$ cat src/rtl/quant_pack_int8_pkg.sv
// Shared fp16 field layout, int8 clip thresholds and the packed output word for quant_pack_int8.
package quant_pack_int8_pkg;

    localparam int FP16_W     = 16;
    localparam int FP16_EXP_W = 5;
    localparam int FP16_MAN_W = 10;

    // Magnitude-field thresholds: 0.5, +127.5 and -128.5.
    localparam logic [FP16_W-2:0] HALF_MAG     = 15'h3800;
    localparam logic [FP16_W-2:0] POS_CLIP_MAG = 15'h57F8;
    localparam logic [FP16_W-2:0] NEG_CLIP_MAG = 15'h5804;

    localparam logic [7:0] INT8_MAX = 8'h7F;
    localparam logic [7:0] INT8_MIN = 8'h80;

    typedef struct packed {
        logic [31:0] data;
        logic [3:0]  keep;
        logic        last;
    } pack_word_t;

    function automatic logic fp16_clipped(input logic [FP16_W-1:0] f);
        return f[FP16_W-1] ? (f[FP16_W-2:0] >= NEG_CLIP_MAG)
                           : (f[FP16_W-2:0] >= POS_CLIP_MAG);
    endfunction

endpackage

$ cat src/rtl/quant_pack_int8_fp16toint8.sv
// Combinational fp16 -> int8 conversion: flush below 0.5, clip at the int8 range, round half up on magnitude.
module fp16toint8
    import quant_pack_int8_pkg::*;
(
    input  logic [FP16_W-1:0] fp,
    output logic [7:0]        q
);

    logic                  sign;
    logic [FP16_EXP_W-1:0] exp_f;
    logic [FP16_MAN_W-1:0] man;
    logic [FP16_W-2:0]     mag_field;
    logic [FP16_MAN_W:0]   mant;
    logic [4:0]            shift;
    logic [7:0]            mag;

    assign sign      = fp[FP16_W-1];
    assign mag_field = fp[FP16_W-2:0];
    assign exp_f     = fp[FP16_W-2 -: FP16_EXP_W];
    assign man       = fp[FP16_MAN_W-1:0];
    assign mant      = {1'b1, man};

    // Keep one fraction bit below the integer point, add one, drop it: round half up.
    // Only meaningful for exponents 14..22, which is all the non-clipped, non-zero range reaches.
    assign shift = 5'd24 - exp_f;
    assign mag   = 8'(({1'b0, mant >> shift} + 12'd1) >> 1);

    always_comb begin
        // NOTE: q gets a default before any branch so always_comb never infers a latch.
        q = '0;
        if (fp16_clipped(fp))
            q = sign ? INT8_MIN : INT8_MAX;
        else if (mag_field < HALF_MAG)
            q = '0;
        else
            q = sign ? 8'(8'd0 - mag) : mag;
    end

endmodule

$ cat src/rtl/quant_pack_int8.sv
// Quantises fp16 elements to int8 and packs four lanes per 32-bit word into a small output FIFO.
// Optional feature macro: QUANT_PACK_SAT_CNT_EN adds a saturating 16-bit clip counter (sat_count).
module quant_pack_int8
    import quant_pack_int8_pkg::*;
#(
    parameter int FIFO_DEPTH = 2
) (
    input  logic              clk,
    input  logic              rst,
    input  logic              in_valid,
    output logic              in_ready,
    input  logic [FP16_W-1:0] in_data,
    input  logic              in_last,
`ifdef QUANT_PACK_SAT_CNT_EN
    output logic [15:0]       sat_count,
`endif
    output logic              out_valid,
    input  logic              out_ready,
    output logic [31:0]       out_data,
    output logic [3:0]        out_keep,
    output logic              out_last
);

    localparam int PTR_W = $clog2(FIFO_DEPTH);
    localparam int CNT_W = PTR_W + 1;

    logic [7:0]       cur_byte;
    logic [2:0][7:0]  pack;
    logic [1:0]       cnt;
    logic             accept;
    logic             flush;
    logic             push;
    logic             pop;
    logic             fifo_full;
    logic             fifo_empty;
    pack_word_t       push_word;
    pack_word_t       head;
    pack_word_t       mem [FIFO_DEPTH];
    logic [PTR_W-1:0] wr_ptr;
    logic [PTR_W-1:0] rd_ptr;
    logic [CNT_W-1:0] count;

    fp16toint8 u_conv (
        .fp (in_data),
        .q  (cur_byte)
    );

    assign fifo_empty = (count == '0);
    assign fifo_full  = (count == CNT_W'(FIFO_DEPTH));
    assign in_ready   = !rst && !fifo_full;
    assign accept     = in_valid && in_ready;
    assign flush      = (cnt == 2'd3) || in_last;
    assign push       = accept && flush;
    assign pop        = out_valid && out_ready;

    always_comb begin
        push_word = '0;
        for (int i = 0; i < 3; i++)
            if (2'(i) < cnt)
                push_word.data[8*i +: 8] = pack[i];
        push_word.data[{cnt, 3'b000} +: 8] = cur_byte;
        case (cnt)
            2'd0:    push_word.keep = 4'b0001;
            2'd1:    push_word.keep = 4'b0011;
            2'd2:    push_word.keep = 4'b0111;
            default: push_word.keep = 4'b1111;
        endcase
        push_word.last = in_last;
    end

    // NOTE: sequential state uses non-blocking assignments so every register samples pre-edge values.
    always_ff @(posedge clk or posedge rst) begin
        if (rst) begin
            cnt    <= '0;
            pack   <= '0;
            wr_ptr <= '0;
            rd_ptr <= '0;
            count  <= '0;
        end else begin
            if (accept) begin
                if (flush) begin
                    cnt <= '0;
                end else begin
                    case (cnt)
                        2'd0:    pack[0] <= cur_byte;
                        2'd1:    pack[1] <= cur_byte;
                        default: pack[2] <= cur_byte;
                    endcase
                    cnt <= cnt + 2'd1;
                end
            end
            if (push)
                wr_ptr <= wr_ptr + 1'b1;
            if (pop)
                rd_ptr <= rd_ptr + 1'b1;
            case ({push, pop})
                2'b10:   count <= count + 1'b1;
                2'b01:   count <= count - 1'b1;
                default: count <= count;
            endcase
        end
    end

    // NOTE: storage is not reset; the cleared count/pointers make stale entries unreachable.
    always_ff @(posedge clk) begin
        if (push)
            mem[wr_ptr] <= push_word;
    end

    // Head is masked to zero when empty so out_* read 0 during and right after reset.
    assign head      = mem[rd_ptr];
    assign out_valid = !fifo_empty;
    assign out_data  = out_valid ? head.data : '0;
    assign out_keep  = out_valid ? head.keep : '0;
    assign out_last  = out_valid ? head.last : 1'b0;

`ifdef QUANT_PACK_SAT_CNT_EN
    always_ff @(posedge clk or posedge rst) begin
        if (rst)
            sat_count <= '0;
        else if (accept && fp16_clipped(in_data) && sat_count != 16'hFFFF)
            sat_count <= sat_count + 16'd1;
    end
`endif

endmodule

$ cat config.mk
export PLATFORM = sky130hd
export DESIGN_NAME = quant_pack_int8
export DESIGN_NICKNAME = d
export VERILOG_FILES = /design/src/rtl/quant_pack_int8_pkg.sv /design/src/rtl/quant_pack_int8_fp16toint8.sv /design/src/rtl/quant_pack_int8.sv
export SDC_FILE = /design/constraint.sdc
export NUM_CORES = 1
export LEC_CHECK = 0
export CORE_ASPECT_RATIO = 0.8
export CORE_MARGIN = 2
export CORE_UTILIZATION = 57
export CTS_CLUSTER_DIAMETER = 30
export DETAILED_ROUTE_END_ITERATION = 10
export GPL_TIMING_DRIVEN = 0
export MAX_ROUTING_LAYER = met4
export PLACE_DENSITY_LB_ADDON = 0.3
export SLEW_MARGIN = 20
export SYNTH_ARGS = -nofsm -noshare
export SYNTH_HDL_FRONTEND = slang
export SYNTH_HIERARCHICAL = 1
export SYNTH_SLANG_ARGS = --single-unit
$ cat constraint.sdc
create_clock -name clk -period 3.2 [get_ports clk]
set_input_delay 0.32 -clock clk [delete_from_list [all_inputs] [get_ports clk]]
set_output_delay 0.32 -clock clk [all_outputs]
set_load 0.02 [all_outputs]
# After elaboration in Yosys (flattened, before gate mapping)
# Memory sizes are Yosys's and may differ from the RTL's.
# Cells that the tools add are included.
# W data, S select, Z words.
# totals
latchBits	0
input_bits	21
output_inout_bits	39
mem_bits_rw	74
word_cells	66
memories	1
reg_bits	30
romBits	0
# memory_table
memory	depth	width	rd	rd_clocked_by_memory_dff	wr	line	text
mem	2	37	1	0	1	quant_pack_int8.sv:38	pack_word_t mem [FIFO_DEPTH];
# op_classes
div_mod_pow	0
n_lt_le_gt_ge	6
mux	17
reduce_logical	15
shift	3
add_sub_neg	9
bitwise_logic	2
multipliers	0
eq_ne	6
# op_table
cell	count
$mux W8	7
$bwmux W32	1
$mux W32	1
$shift A8 B7 Y32 const A	1
$shiftx A8 B7 Y32	1
$ge A15 B15 Y1 const B	2
$lt A15 B14 Y1 const B	1
$pmux W4 S3	1
$shr A11 B5 Y9	1
$add A9 B1 Y9 const B	1
$reduce_and A3 Y1	3
$eq A2 B2 Y1 const B	4
$sub A1 B8 Y8 const A	1
$neg A5 Y7	1
$sub A5 B5 Y5 const A	1
$add A2 B1 Y2 const B	2
$eq A2 B1 Y1 const B	2
$logic_and A1 B1 Y1	4
$logic_not A2 Y1	2
$lt A1 B2 Y1 const A	2
$mux W1	4
$mux W4	1
$pmux W2 S2	1
$logic_not A1 Y1	3
8 further kinds	10

# Depth between registers and ports, before layout
# Gate-level depths: netlist of run 1.
# depth
ltp_word	9
ltp_mapped	19
mapped_depth_nobuf	17

# Cells and area by module
# The synthesis of run 1 kept the hierarchy.
# modules_own_cells
mod	seq_area_each_um2	cells_per_inst	instances	area_per_inst_um2
quant_pack_int8	2912.8	291	1	4420.5
fp16toint8	0.0	185	1	1416.4

# Least setup slack after synthesis of run 1
# Ideal clock, no wire load.
# synth_path
kind	input to register
from	in in_data[10]
to	mem mem[0][19] (netlist bit) (data pin)
arrival_time_ns	4.088
slack_ns	-1.026
required_time_ns	3.062
n_path_buf	2
setup_ns	0.138
cell_stages	18
cell_sequence	buf_6 -> inv_1 -> ha_1 -> ha_1 -> buf_2 -> mux4_2 -> mux2_2 -> nand2_1 -> nand2_1 -> ha_1 -> xnor2_1 -> inv_1 -> ha_1 -> or3b_1 -> a211oi_1 -> nor3_1 -> o31ai_1 -> a22o_1
# synth_lines
item	line	text
start, declared	quant_pack_int8.sv:12	input logic [FP16_W-1:0] in_data,
end, declared	quant_pack_int8.sv:38	

==> results of run 1 <==
[path summary, 6_finish.rpt]
check / from / to / depth (start not counted)
worst min register to register: pack[6] / pack[6] / 1
worst max register to register: cnt[0] / mem[1][21] / 4
worst max-delay path: in_data[10] / mem[0][17] / 21
worst min-delay path: rst / count[1] / 2
min in group clk: pack[6] / pack[6] / 1
max in group asynchronous: rst / pack[18] / 2
[layer usage]
metal / global-route usage / vias up / routed length, um
met4: 0.0745 / 0 / 221
met2: 0.436 / 224 / 7110
li1: - / 1991 / -
met5: - / - / 0
met1: 0.371 / 2182 / 6150
met3: 0.0430 / 26 / 982
[area by class of cell]
class                           instances  share of cell area
Inverter                               17             0.00884
Tap cell                              140              0.0229
Timing Repair Buffer                   87               0.118
Sequential cell                       102               0.381
Multi-Input combinational cell        332               0.406
Clock inverter                          7              0.0134
Buffer                                 24              0.0213
Clock buffer                            9              0.0295
[critical path, cell delays in order]
cell and delay (ns):
buf_12 0.08, buf_12 0.09, clkinvlp_4 0.09, ha_4 0.18, ha_4 0.29, buf_8 0.12
mux4_2 0.30, mux2_4 0.32, a211oi_4 0.39, xnor2_4 0.17, inv_2 0.07, ha_4 0.17
buf_6 0.10, o211a_1 0.10, o211ai_1 0.18, buf_4 0.19, nand3_4 0.09, xor2_4 0.21
o21ai_4 0.08, buf_12 0.18, a22o_1 0.23
[flip-flops by register name, summed over array words and instances, names as in the netlist]
name    cells
mem        72
rd_ptr      1
wr_ptr      1
pack       24
cnt         2
count       2
[kinds of logic (layout without fill, tap and decap cells)]
group | count (synthesis) | count (layout) | share of synthesized area
muxes | 80 | 80 | 0.161
and+or+nand+nor | 140 | 140 | 0.137
adders and majority gates | 15 | 15 | 0.0322
AOI/OAI and AO/OA | 78 | 78 | 0.108
buffers and inverters | 42 | 144 | 0.0343
DFF | 102 | 102 | 0.499
xor gates and xnor gates | 19 | 19 | 0.0285
[per-stage QoR]
step	setup WS, ns	hold WS [ns]	instances	setup TNS (ns)
after floorplan	-0.573	0.416	476	-25.90
after global placement	-2.16	0.481	673	-208.38
after detailed placement	-2.33	0.493	675	-150.39
after CTS	-0.539	0.454	709	-21.48
after global routing	-0.708	0.503	718	-35.18
final	-0.666	0.433	718	-28.89
[cell usage in the layout (no fill, tap or decap), types with 7 or more instances in the layout]
| cell | count |
|---|---|
| a22o_1 | 25 |
| and2_1 | 10 |
| buf_2 | 10 |
| buf_4 | 26 |
| clkbuf_16 | 9 |
| clkdlybuf4s50_1 | 50 |
| dfrtp_1 | 30 |
| edfxtp_1 | 72 |
| ha_1 | 11 |
| inv_1 | 13 |
| mux2_2 | 26 |
| mux2i_1 | 40 |
| mux4_2 | 8 |
| nand2_1 | 11 |
| nor2_1 | 48 |
| xnor2_1 | 10 |
| xor2_1 | 7 |
[power by group]
| group | switching [mW] | leakage (nW) | internal (mW) |
|---|---|---|---|
| sequential | 0.146 | 1.05 | 1.71 |
| clock | 0.523 | 0.160 | 0.635 |
| combinational | 1.45 | 1.87 | 1.20 |
[what timing repair did]
item                       4_1_cts  5_1_grt
gates cloned                     1        0
setup endpoints to repair       88       85
buffers inserted                18        9
gates resized for setup         67       15
pin swaps                       18       16
==> flow_summary.json, run 1 <==
{
  "yosys-top-cells-count": "edfxtp_1, nor2_1, mux2i_1, mux2_2, dfrtp_1",
  "finalWirelength_mm": 14.5,
  "netlist_top_cells_area": "edfxtp_1, dfrtp_1, mux2i_1, mux2_2, a22o_1",
  "skew_ns": 0.00839,
  "drt_iter0_drc": 430,
  "dp_hpwl_mm": 9.10,
  "postLayoutCellArea_um2": 7640,
  "status": "complete, but fails checks",
  "nNetsFinal": 609,
  "cts_tree": "built",
  "globalRoute.totalOverflow": 0,
  "core-area_um2": 10100,
  "clk_latency_ns": 0.35,
  "slew-limit-headroom": 0.455,
  "synthFlopType": "edfxtp_1",
  "grt_use_total": 0.274,
  "synth.distinct_cells": 66,
  "cap_violations": 0,
  "die_y_um": 94.5,
  "synth_edf_count": 72,
  "syn2layout_area_growth_pct": 31.0,
  "powerDensity_nw_per_um2": 742,
  "fin_crit_sh": 1.21,
  "violations": "setup timing",
  "synth_warnings": 6,
  "syn-cell-area_um2": 5840,
  "clockBufferDepth": 2,
  "synth_seq_cells": 102,
  "hp-class": "in2async",
  "synthMostInstantiatedCell": "edfxtp_1",
  "yosysTopAreaCell": "edfxtp_1",
  "synth.avg_cell_area_um2": 12.3,
  "hold_viol_final": 0,
  "p_leak_nw": 3.08,
  "antenna_found_initial": 0,
  "cts.htree.levels": 3,
  "grt_first_pass_wirelength_mm": 22.4,
  "dieArea_um2": 11100,
  "postRouteAntennaNets": 0,
  "fillerInstances": 599,
  "drv_slew": 0,
  "drive_above_1_share": 0.285,
  "cts_root_buf": "clkbuf_16",
  "fmax_mhz": 259,
  "worstMarginPinSlew_ns": 0.813,
  "drc": 0,
  "multi_input_area_um2": 3100,
  "clkTransAtPathRegs_ns": 0.07,
  "n_antenna_cell": 0,
  "cp_data_required_time_ns": 3.29,
  "rsz0062_at_grt": "yes",
  "cts_buffers": 9,
  "grt_pass1_vias": 4256,
  "dieWidth_um": 117,
  "finish.utilization": 0.756,
  "start_kind": "primary input",
  "worstPathMaxFanout": 7,
  "setup_viol": 65,
  "gp_congestion": 0.899,
  "syn_nets": 512,
  "synthArstFlopShare": 0.294,
  "final-seq-area_um2": 2910,
  "clkSinkCount": 102,
  "seq_area_frac_synth": 0.499,
  "grt_max_degree": 32,
  "worst-endpoint-arrival_ns": 3.96,
  "setup_slack_ns": -0.666,
  "reg2reg_slack_ns": 1.01,
  "hold_buffers": 0,
  "syn_inst": 476,
  "crit_type": "in2reg",
  "fin_crit_ns": 3.87,
  "vias": 4423,
  "ir_drop_mv": 0.360,
  "initial_utilization": 0.577,
  "first_pass_iters": 5,
  "finalPower_mw": 5.68,
  "placed_area_um2": 6760,
  "num_io_pins": 60,
  "synth_top_area_frac": 0.370,
  "end_kind": "register",
  "rows": 33,
  "port_buffers": 57,
  "vias_per_cell": 6.16,
  "wl_per_cell_um": 20.2
}
No activity file was read; power rests on OpenSTA's default activity.
==> inputs of run 2 (changes only) <==
--- a/config.mk
+++ b/config.mk
@@ -5,10 +5,13 @@
 export SDC_FILE = /design/constraint.sdc
 export NUM_CORES = 1
 export LEC_CHECK = 0
+export CELL_PAD_IN_SITES_DETAIL_PLACEMENT = 1
+export CELL_PAD_IN_SITES_GLOBAL_PLACEMENT = 2
 export CORE_ASPECT_RATIO = 0.8
-export CORE_MARGIN = 2
-export CORE_UTILIZATION = 57
+export CORE_MARGIN = 1
+export CORE_UTILIZATION = 39
 export CTS_CLUSTER_DIAMETER = 30
+export CTS_CLUSTER_SIZE = 16
 export DETAILED_ROUTE_END_ITERATION = 10
 export GPL_TIMING_DRIVEN = 0
 export MAX_ROUTING_LAYER = met4
==> flow_summary.json, run 2 (synthesis gave the netlist of run 1 again) <==
{
  "status": "complete, but fails checks",
  "violations": "DRC, setup timing",
  "grt_max_degree": 32,
  "drt_iter0_drc": 175,
  "hp-class": "in2async",
  "rows": 39,
  "finalWirelength_mm": 15.5,
  "final_cell_mix": "edfxtp_1, clkdlybuf4s50_1, nor2_1, mux2i_1, dfrtp_1",
  "p_leak_nw": 3.00,
  "powerDensity_nw_per_um2": 739,
  "end_kind": "register",
  "fin_crit_ns": 3.75,
  "clkSinkCount": 102,
  "dieWidth_um": 139,
  "worstPathMaxFanout": 8,
  "cts_buffers": 9,
  "reg2reg_slack_ns": 0.99,
  "cts_tree": "built",
  "n_antenna_cell": 0,
  "syn2layout_area_growth_pct": 29.8,
  "internal_power_mw": 3.50,
  "worst-endpoint-arrival_ns": 3.85,
  "setup_viol": 88,
  "clkPwrFrac": 0.198,
  "drive_above_1_share": 0.289,
  "drv_slew": 0,
  "fmax_mhz": 267,
  "skew_ns": 0.00557,
  "pre_cts_ws_ns": -2.32,
  "clk_latency_ns": 0.34,
  "p_seq_frac": 0.332,
  "initial_utilization": 0.404,
  "gp_congestion": 0.853,
  "nNetsFinal": 608,
  "reg2reg_to": "mem[0][16]",
  "clkTransAtPathRegs_ns": 0.07,
  "antenna_found_initial": 0,
  "crit_type": "in2reg",
  "largestRegisters": "mem x72, pack x24",
  "num_io_pins": 60,
  "layout.cells.most_common": "edfxtp_1",
  "dieArea_um2": 15500,
  "regMostFlops": "mem",
  "die_y_um": 111,
  "vias_per_cell": 5.53,
  "combinationalPowerShare": 0.470,
  "hold_viol_final": 0,
  "port_buffers": 57,
  "dp_hpwl_mm": 10.7,
  "vias": 4212,
  "start_kind": "primary input",
  "fin_crit_sh": 1.17,
  "rsz0062_at_grt": "yes",
  "drc": 18,
  "cap_violations": 0,
  "ir_drop_mv": 0.345,
  "swShare": 0.374,
  "wl_per_cell_um": 20.4,
  "cts.htree.levels": 3,
  "final-instance-count-excl-fill": 761,
  "grt_use_total": 0.211,
  "reg2reg_depth": 4,
  "grt_pass1_vias": 4545,
  "power.switching_mw": 2.09,
  "postRouteAntennaNets": 0,
  "setup_slack_ns": -0.550,
  "worstMarginPinSlew_ns": 1.08,
  "globalRoute.totalOverflow": 0,
  "first_pass_iters": 7,
  "largest_reg_flops": 72,
  "grt_first_pass_wirelength_mm": 24.5,
  "cp_data_required_time_ns": 3.30,
  "cts_root_buf": "clkbuf_16",
  "timing.rr.start": "cnt[0]",
  "hold_buffers": 0,
  "clockBufferDepth": 2,
  "slew-limit-headroom": 0.272,
  "dp_cells": 719,
  "core-area_um2": 14400
}
[run 2: routing by layer]
layer  wire [um]  global-route usage  up-vias
met5           0                   -        -
met3         489              0.0305        7
met2        7610               0.356       74
met1        7300               0.272     2144
li1            -                   -     1987
met4         111              0.0444        0
[run 2: how the worst max path moves through the flow]
| stage | startpoint | end | slack (ns) |
|---|---|---|---|
| floorplan | in_data[10] | mem[0][20] | -0.57 |
| global placement | in_data[10] | mem[0][18] | -2.43 |
| detailed placement | in_data[10] | mem[0][20] | -2.32 |
| CTS | in_data[10] | mem[0][19] | -0.53 |
| global route | in_data[5] | mem[0][11] | -0.62 |
| finish | in_data[5] | mem[0][19] | -0.55 |
[run 2: layout make-up]
cell class                 instances  area [um2]
fill                            1488        6870
multi-input combinational        332        3060
sequential                       102        2910
timing repair buffer              86         835
tap                              184         230
clock buffer                       9         225
buffer                            24         163
clock inverter                     7        82.6
inverter                          17        67.6
[run 2: metrics by stage]
step	setup TNS (ns)	hold WS, ns	util	power [mW]	area [um2]
after CTS	-27.61	0.456	0.515	5.59	7440
after global placement	-238.54	0.482	0.467	4.27	6750
after floorplan	-25.90	0.416	-	3.44	5950
after detailed placement	-165.19	0.495	0.471	4.38	6800
after global routing	-43.55	0.531	0.525	5.88	7580
final	-34.92	0.441	0.525	5.60	7580
[run 2: worst max-delay path: stages]
cell             delay [ns]
clkdlybuf4s50_1        0.56
mux4_2                 0.51
and4_1                 0.19
a211oi_2               0.29
nor2_2                 0.09
ha_4                   0.19
xnor2_4                0.13
inv_2                  0.08
ha_4                   0.14
or3b_4                 0.40
a211oi_4               0.28
o21a_1                 0.19
o31ai_4                0.07
buf_12                 0.18
a22o_1                 0.22
[run 2: power by group through the flow]
stage,sequential (mW),clock (mW),combinational [mW]
detailed placement,1.89,0,2.50
floorplan,1.84,0,1.60
CTS,1.86,1.13,2.60
global route,1.89,1.17,2.82
finish,1.86,1.11,2.63
global placement,1.86,0,2.41
[run 2: timing repair]
item                                    CTS  global route
resized for setup                        57            15
pin swaps                                16             9
hold endpoints to repair                  0             0
setup buffers                            18             9
endpoints found under the setup margin   88            88
